===== src/rtl/fltr_bounce_gen_pkg.sv =====
// Shared types and constants for the filter bounce stimulus generator.
// Holds the LFSR polynomial, its default seed and the sequencer state encoding.
package fltr_bounce_gen_pkg;

  typedef logic [3:0]  u4_t;
  typedef logic [7:0]  u8_t;
  typedef logic [31:0] u32_t;

  localparam u32_t LFSR_POLY         = 32'h8020_0003;
  localparam u32_t LFSR_SEED_DEFAULT = 32'hACE1_0001;

  typedef enum u4_t {
    ST_IDLE   = 4'd0,
    ST_SEG    = 4'd1,
    ST_SETTLE = 4'd2,
    ST_DONE   = 4'd3
  } state_e;

  // Right-shifting Galois step; the polynomial taps are XORed in when bit 0 falls out.
  function automatic u32_t lfsr_next(input u32_t q);
    return q[0] ? ((q >> 1) ^ LFSR_POLY) : (q >> 1);
  endfunction

endpackage


===== src/rtl/fltr_lfsr32.sv =====
// Free-running 32-bit Galois LFSR, restarted from SEED by reset.
// Advances every cycle so a generator's random choices repeat relative to reset.
module fltr_lfsr32
  import fltr_bounce_gen_pkg::*;
#(
  parameter u32_t SEED = LFSR_SEED_DEFAULT
) (
  input  logic clk,
  input  logic rst_n,
  output u32_t q
);

  // NOTE: sequential state uses non-blocking assignments so every flop samples pre-edge values.
  always_ff @(posedge clk or negedge rst_n) begin
    if (!rst_n) q <= SEED;
    else        q <= lfsr_next(q);
  end

endmodule


===== src/rtl/fltr_bounce_gen.sv =====
// Bounce burst generator for the single-bit filter input: N glitches, a clean
// final edge onto the target level, then a settle hold and a one-cycle done pulse.
module fltr_bounce_gen
  import fltr_bounce_gen_pkg::*;
#(
  parameter int   W_CNT       = 16,
  parameter u32_t LFSR_SEED   = 32'hACE1_0001,
  parameter logic RESET_LEVEL = 1'b0
) (
  input  logic             clk,
  input  logic             rst_n,
  input  logic             start_i,
  input  logic             abort_i,
  input  logic             level_i,
  input  u8_t              n_bounce_i,
  input  logic [W_CNT-1:0] max_width_i,
  input  logic [W_CNT-1:0] settle_i,
  input  logic             rand_en_i,
  output logic             sig_o,
  output logic             busy_o,
  output logic             done_o,
  output u8_t              edges_o
);

  typedef logic [W_CNT-1:0] cnt_t;

  state_e     state_q, state_d;
  logic       sig_q, sig_d;
  u8_t        edges_q, edges_d;
  logic [8:0] rem_q, rem_d;      // toggles still owed, up to 2*255
  cnt_t       cnt_q, cnt_d;      // segment or settle countdown, ends at 1
  logic       lvl_q, lvl_d;
  cnt_t       width_q, width_d;
  cnt_t       settle_q, settle_d;
  logic       rand_q, rand_d;
  u32_t       lfsr_q;

  fltr_lfsr32 #(.SEED(LFSR_SEED)) u_lfsr (
    .clk   (clk),
    .rst_n (rst_n),
    .q     (lfsr_q)
  );

  function automatic cnt_t at_least_one(input cnt_t v);
    return (v == '0) ? cnt_t'(1) : v;
  endfunction

  function automatic cnt_t seg_len(input logic r, input cnt_t mw, input cnt_t rnd);
    return at_least_one(r ? (rnd & mw) : mw);
  endfunction

  function automatic u8_t sat_inc(input u8_t v);
    return (v == 8'hFF) ? v : v + 8'd1;
  endfunction

  // NOTE: every always_comb target gets a default first, so no path can infer a latch.
  always_comb begin
    state_d  = state_q;
    sig_d    = sig_q;
    edges_d  = edges_q;
    rem_d    = rem_q;
    cnt_d    = cnt_q;
    lvl_d    = lvl_q;
    width_d  = width_q;
    settle_d = settle_q;
    rand_d   = rand_q;

    unique case (state_q)
      ST_IDLE: begin
        if (start_i) begin
          lvl_d    = level_i;
          width_d  = max_width_i;
          settle_d = settle_i;
          rand_d   = rand_en_i;
          edges_d  = '0;
          if (level_i == sig_q) begin
            state_d = ST_DONE;
          end else begin
            sig_d   = ~sig_q;
            edges_d = 8'd1;
            // 2N+1 toggles in total; the one issued here is already spent.
            rem_d   = {n_bounce_i, 1'b0};
            if (n_bounce_i == '0) begin
              cnt_d   = at_least_one(settle_i);
              state_d = ST_SETTLE;
            end else begin
              cnt_d   = seg_len(rand_en_i, max_width_i, lfsr_q[W_CNT-1:0]);
              state_d = ST_SEG;
            end
          end
        end
      end

      ST_SEG: begin
        if (abort_i) begin
          sig_d   = lvl_q;
          if (sig_q != lvl_q) edges_d = sat_inc(edges_q);
          state_d = ST_DONE;
        end else if (cnt_q == cnt_t'(1)) begin
          sig_d   = ~sig_q;
          edges_d = sat_inc(edges_q);
          rem_d   = rem_q - 9'd1;
          if (rem_q == 9'd1) begin
            cnt_d   = at_least_one(settle_q);
            state_d = ST_SETTLE;
          end else begin
            cnt_d   = seg_len(rand_q, width_q, lfsr_q[W_CNT-1:0]);
          end
        end else begin
          cnt_d = cnt_q - cnt_t'(1);
        end
      end

      ST_SETTLE: begin
        if (abort_i || cnt_q == cnt_t'(1)) state_d = ST_DONE;
        else                               cnt_d   = cnt_q - cnt_t'(1);
      end

      ST_DONE: state_d = ST_IDLE;

      default: state_d = ST_IDLE;
    endcase
  end

  always_ff @(posedge clk or negedge rst_n) begin
    if (!rst_n) begin
      state_q  <= ST_IDLE;
      sig_q    <= RESET_LEVEL;
      edges_q  <= '0;
      rem_q    <= '0;
      cnt_q    <= '0;
      lvl_q    <= RESET_LEVEL;
      width_q  <= '0;
      settle_q <= '0;
      rand_q   <= 1'b0;
    end else begin
      state_q  <= state_d;
      sig_q    <= sig_d;
      edges_q  <= edges_d;
      rem_q    <= rem_d;
      cnt_q    <= cnt_d;
      lvl_q    <= lvl_d;
      width_q  <= width_d;
      settle_q <= settle_d;
      rand_q   <= rand_d;
    end
  end

  assign sig_o   = sig_q;
  assign busy_o  = (state_q != ST_IDLE);
  assign done_o  = (state_q == ST_DONE);
  assign edges_o = edges_q;

endmodule

===== config.mk =====
export PLATFORM = sky130hd
export DESIGN_NAME = fltr_bounce_gen
export DESIGN_NICKNAME = d
export VERILOG_FILES = /design/src/rtl/fltr_bounce_gen_pkg.sv /design/src/rtl/fltr_lfsr32.sv /design/src/rtl/fltr_bounce_gen.sv
export SDC_FILE = /design/constraint.sdc
export NUM_CORES = 1
export LEC_CHECK = 0
export CAP_MARGIN = 20
export CORE_AREA = 2 2 106 108
export CTS_CLUSTER_DIAMETER = 150
export CTS_CLUSTER_SIZE = 28
export DETAILED_ROUTE_END_ITERATION = 8
export DIE_AREA = 0 0 108 110
export MAX_ROUTING_LAYER = met4
export PLACE_DENSITY = 0.76
export RECOVER_POWER = 25
export SYNTH_ARGS = -nofsm -noshare
export SYNTH_HDL_FRONTEND = slang
export SYNTH_SLANG_ARGS = --single-unit

===== constraint.sdc =====
create_clock -name clk -period 2.45 [get_ports clk]
set_clock_uncertainty 0.15 [all_clocks]
set_input_delay 0.6125 -clock clk [delete_from_list [all_inputs] [get_ports clk]]
set_output_delay 0.6125 -clock clk [all_outputs]
set_load 0.01 [all_outputs]

* Yosys cells after proc, flatten, opt, wreduce, memory -nomap -nowiden *
Index checks and enable logic that the tools add are counted.

word-level totals
  latch bits = 0
  bits in registers = 104
  logic and storage cells = 90
  memories = 0
  input bits = 46
  output and inout port bits = 11
  RAM bits = 0
  memory bits (read-only) = 0

operators by class
  magnitude comparators = 0
  equal/unequal tests = 17
  multipliers = 0
  reductions and logical operators = 16
  shifts and indexed selects = 0
  bitwise logic cells = 4
  mux-type cells = 40
  divide/modulo/power cells = 0
  add/subtract/negate cells = 3

operator list
  operator                                            number
  two-way mux 16 bit                                  13
  logical NOT 16 bit                                  4
  case mux 16 bit (3 select lines)                    1
  two-way mux 8 bit                                   5
  two-way mux 9 bit                                   4
  bitwise AND 16 bit                                  2
  two-way mux 32 bit                                  1
  two-way mux 4 bit                                   5
  case mux 9 bit (2 select lines)                     1
  == test 16 x 1 -> 1 bit, second input constant      1
  case mux 8 bit (2 select lines)                     1
  subtractor 16 x 1 -> 16 bit, second input constant  1
  != test 2 bit, second input constant                6
  case mux 4 bit (3 select lines)                     1
  AND reduction 4 bit                                 3
  AND reduction 5 bit                                 2
  == test 9 x 1 -> 1 bit, second input constant       1
  != test 3 bit, second input constant                3
  subtractor 9 x 1 -> 9 bit, second input constant    1
  adder 8 x 1 -> 8 bit, second input constant         1
  == test 4 x 2 -> 1 bit, second input constant       2
  == test 8 bit, second input constant                1
  logical NOT 8 bit                                   1
  two-way mux 1 bit                                   5
  13 further kinds                                    14

* Longest topological paths before layout *
  word-level depth = 8
  gate-level depth with buffers = 10
  gate-level depth less buffers = 8

* Modules after synthesis *
A second synthesis with hierarchy kept.

unflattened totals
  cell total of the unflattened synthesis = 571
  area total of the unflattened synthesis = 5480.3 um^2

modules (own cells, without submodules)
  module           instances  area each (um^2)  cells an instance
  fltr_bounce_gen  1          4642.0            536
  fltr_lfsr32      1          838.3             35

* Least setup slack after synthesis *
No wires, ideal clock.

  path type = input -> register
  start point = input max_width_i[5]
  end point = register cnt_q[0]
  setup slack = -50 ps
  arrival = 2283 ps
  setup time = 66 ps
  data required time = 2234 ps
  buffers on the path = 0
  stages on the path = 6
  path through = a22o_1 -> a221oi_1 -> nand3_1 -> or4b_2 -> a2111oi_0 -> o32a_1

between the ends
  word-level cells in the longest chain between the ends = 8

ends and longest elaborated chain
  item                                RTL line                RTL
  start: declaration                  fltr_bounce_gen.sv:16   input logic [W_CNT-1:0] max_width_i,
  bitwise AND 16 bit                  fltr_bounce_gen.sv:49   return at_least_one(r ? (rnd & mw) : mw);
  two-way mux 16 bit *                fltr_bounce_gen.sv:49
  logical NOT 16 bit *                fltr_bounce_gen.sv:45   return (v == '0) ? cnt_t'(1) : v;
  two-way mux 16 bit *                fltr_bounce_gen.sv:45
  two-way mux 16 bit *                fltr_bounce_gen.sv:83   if (n_bounce_i == '0) begin
  two-way mux 16 bit *                fltr_bounce_gen.sv:76   if (level_i == sig_q) begin
  two-way mux 16 bit *                fltr_bounce_gen.sv:70   if (start_i) begin
  case mux 16 bit (3 select lines) *  fltr_bounce_gen.sv:68   unique case (state_q)
  end signal: assignment              fltr_bounce_gen.sv:141  cnt_q <= cnt_d;
  end: declaration                    fltr_bounce_gen.sv:31   cnt_t cnt_q, cnt_d;

Mark *: on every way between the ends. The rest lies on a longest branch, timed or not. The select of a mux whose other input is x is not followed.
A chain may end at the register's enable or synchronous reset.

* Worst setup path after layout *
  start point = input max_width_i[13]
  end point = register cnt_q[0]

Same word-level chain as after synthesis.

==> metrics.csv <==
metric;value;unit
Worst R2R Start;cnt_q[1]$_DFFE_PN0P_;
worst min-delay path class;flop to flop;
Die H;110;µm
CP max FO;3;
Peak VDD IR;0.743;mV
clk_lat worst skew;410;ps
global-route wire length before repair;28.2;mm
Req. time, crit path;2650;ps
Die Width;108;µm
HPWL Detailed;13.6;mm
Setup Viol. Count Final;0;
share of cells above drive strength 1;27.7;%
Cells after Synth;557;
Setup crit end kind;flop;
vias in the first global route;5243;
Place WS;-662;ps
number of DRC markers in iteration 0;444;
syn avg cell area;9.89;µm²
GP Congestion;0.976;
Routed Antenna Nets;0;
P&R area growth vs syn;34.3;%
Remaining DRCs;0;
post-synth top area share;42.3;%
Initial Utilization;51.5;%
initial antenna violation count;0;
gr usage total;32.9;%
PD cells;1090;nW/µm²
Final Hold Fails;0;
minimum clock period;2400;ps
Layout fillers;853;
cells along the critical path;clkdlybuf4s50_1, a221oi_2, nand3_1, or4b_4, a2111oi_4, o32a_1;
most frequent cells in the layout;107 x buf_4, 93 x dfrtp_1, 68 x o21ai_0, 50 x clkdlybuf4s50_1, 46 x nand2_1;
Critical Path Source;max_width_i[13];
final setup TNS;0;ps
Slowest-stage cell, CP;or4b_4;
DR vias;5414;
CTS root buf;clkbuf_8;
Clock Sinks;102;
max-slew violations;0;
H-tree Lvls;3;
Worst-Margin Slew;1120;ps
Post-synth EDFFs;0;
syn nets;612;
largest stage delay on the critical path;560;ps
Post-synth ARST share;100;%
commonest non-fill, non-tap cell in the layout;buf_4;
Fin Hold WS;199;ps
largest net degree at the start of global routing;46;
worst relative slew slack;25.6;%
die area;11900;µm²
Synth Register Bits;102;
synth top area cells;dfrtp_1 42%, mux2_2 7.0%, o21ai_0 6.3%;
crit share post-route;98.0;%
FMAX;0.416;GHz
Pre-antenna DRT Iters;5;
num rows;38;
CTS Buffer Depth;2;
IO buf count;56;
gr ovfl total;0;
Final Util;69.1;%
Leak;3.17;nW
mapped cell area;5510;µm²
via density per instance;6.32;
status;finished clean;
Reg2Reg Depth;8;
Ys Warns;0;
routed length per instance;21.5;µm
Inserted Diodes;0;
Core ar.;10700;µm²
Clock Pin Slew Worst Setup and Hold Paths;120;ps
Crit Path Category;primary input to flop;
Num CTS Buffers;9;
HP Start;u_lfsr.q[24]$_DFF_PN0_;
routed wire length;18.4;mm
Top-Level Pins;57;
CP startpoint kind;primary input;
post-route worst setup slack;48.2;ps
WP data arrival;2600;ps
ys flop type;dfrtp_1;
dominant cell type by area after synthesis;dfrtp_1;
Yosys cell types;66;
hold depth;0;
CTS tree;done;
Final nets;766;
Max Cap Viol;0;
sequential share of the synthesized area;46.6;%
## stage by stage
step | power (mW) | cells | cell area (µm²)
floorplan | 5.04 | 557 | 5510
global placement | 6.49 | 836 | 7010
detailed placement | 6.61 | 836 | 7010
CTS | 7.79 | 854 | 7290
global route | 8.53 | 856 | 7390
finish | 8.03 | 856 | 7390
## worst max-delay path: cells and delay by family
kind                   cells  cell delay (ps)
AO/OA/AOI/OAI              3              810
AND/OR/NAND/NOR            2              690
buffers and inverters      1              480
## cells by family (layout without fill, tap and decap cells)
group / Yosys count / in the layout / synth area share [%]
buffers and inverters: 44 / 203 / 3.11
adder cells (fa/ha/maj): 9 / 9 / 2.05
XOR/XNOR: 14 / 14 / 2.23
flip-flops: 102 / 102 / 46.6
AO/OA/AOI/OAI: 198 / 198 / 23.4
AND/OR/NAND/NOR: 154 / 154 / 15.3
multiplexers: 36 / 36 / 7.32
## where the power goes
part           internal [mW]  leakage (nW)  switching (mW)
Combinational           1.90          1.80            2.17
Clock                  0.407         0.100           0.707
Sequential              2.22          1.27           0.631
## path summary, 6_finish.rpt
check / to / slack [ps]
setup / recovery: cnt_q[0]$_DFFE_PN0P_ / 50
hold / removal: u_lfsr.q[23]$_DFF_PN1_ / 200
setup reg to reg: edges_o[7]$_DFFE_PN0P_ / 80
hold reg to reg: u_lfsr.q[23]$_DFF_PN1_ / 200
max in group asynchronous: u_lfsr.q[1]$_DFF_PN0_ / 280
min in group asynchronous: cnt_q[12]$_DFFE_PN0P_ / 480
## state kept, by name, indices dropped and copies added (netlist names)
name and count:
lvl_q 1, cnt_q 16, state_q 2, rand_q 1, u_lfsr.q 32, edges_o 8
rem_q 9, sig_o 1, settle_q 16, width_q 16
## cell type report
class | count | area (µm²) | area share, %
timing repair buffer | 172 | 1440 | 19.4
clock buffer | 9 | 124 | 1.68
multi-input combinational | 411 | 2950 | 39.9
clock inverter | 7 | 85.1 | 1.15
inverter | 15 | 56.3 | 0.761
sequential | 102 | 2560 | 34.7
tap | 140 | 175 | 2.37
## layer usage
layer  up-vias  track usage, %  wire length [µm]
li1       2407               -                 -
met1      2700            43.7              7750
met2       256            50.1              8750
met3        51            5.70              1330
met4         0            14.3               610
met5         -               -                 0
## what timing repair did
item | in CTS | in global routing
hold buffers | 1 | 0
setup buffers | 1 | 2
endpoints found under the hold margin | 19 | 0
endpoints found under the setup margin | 13 | 21
pin swaps | 0 | 8
resized for setup | 13 | 25
gates cloned | 0 | 0
## synth_stat cells (4+ instances only)
master and instances:
a211oi_1 6, a21o_1 7, a21oi_1 35, a221oi_1 4
a22oi_1 11, a31oi_1 6, a41oi_1 4, and2_1 4
and3_1 5, clkbuf_1 26, dfrtp_1 93, dfstp_2 9
ha_1 9, inv_1 15, mux2_2 34, nand2_1 46
nand2b_1 5, nand3_1 17, nor2_1 21, nor3_1 8
nor4_1 19, o211ai_1 4, o21a_1 5, o21ai_0 69
o22a_1 10, o2bb2ai_1 6, o31ai_1 4, xnor2_1 5
xor2_1 9
No activity file was read; power rests on OpenSTA's default activity.
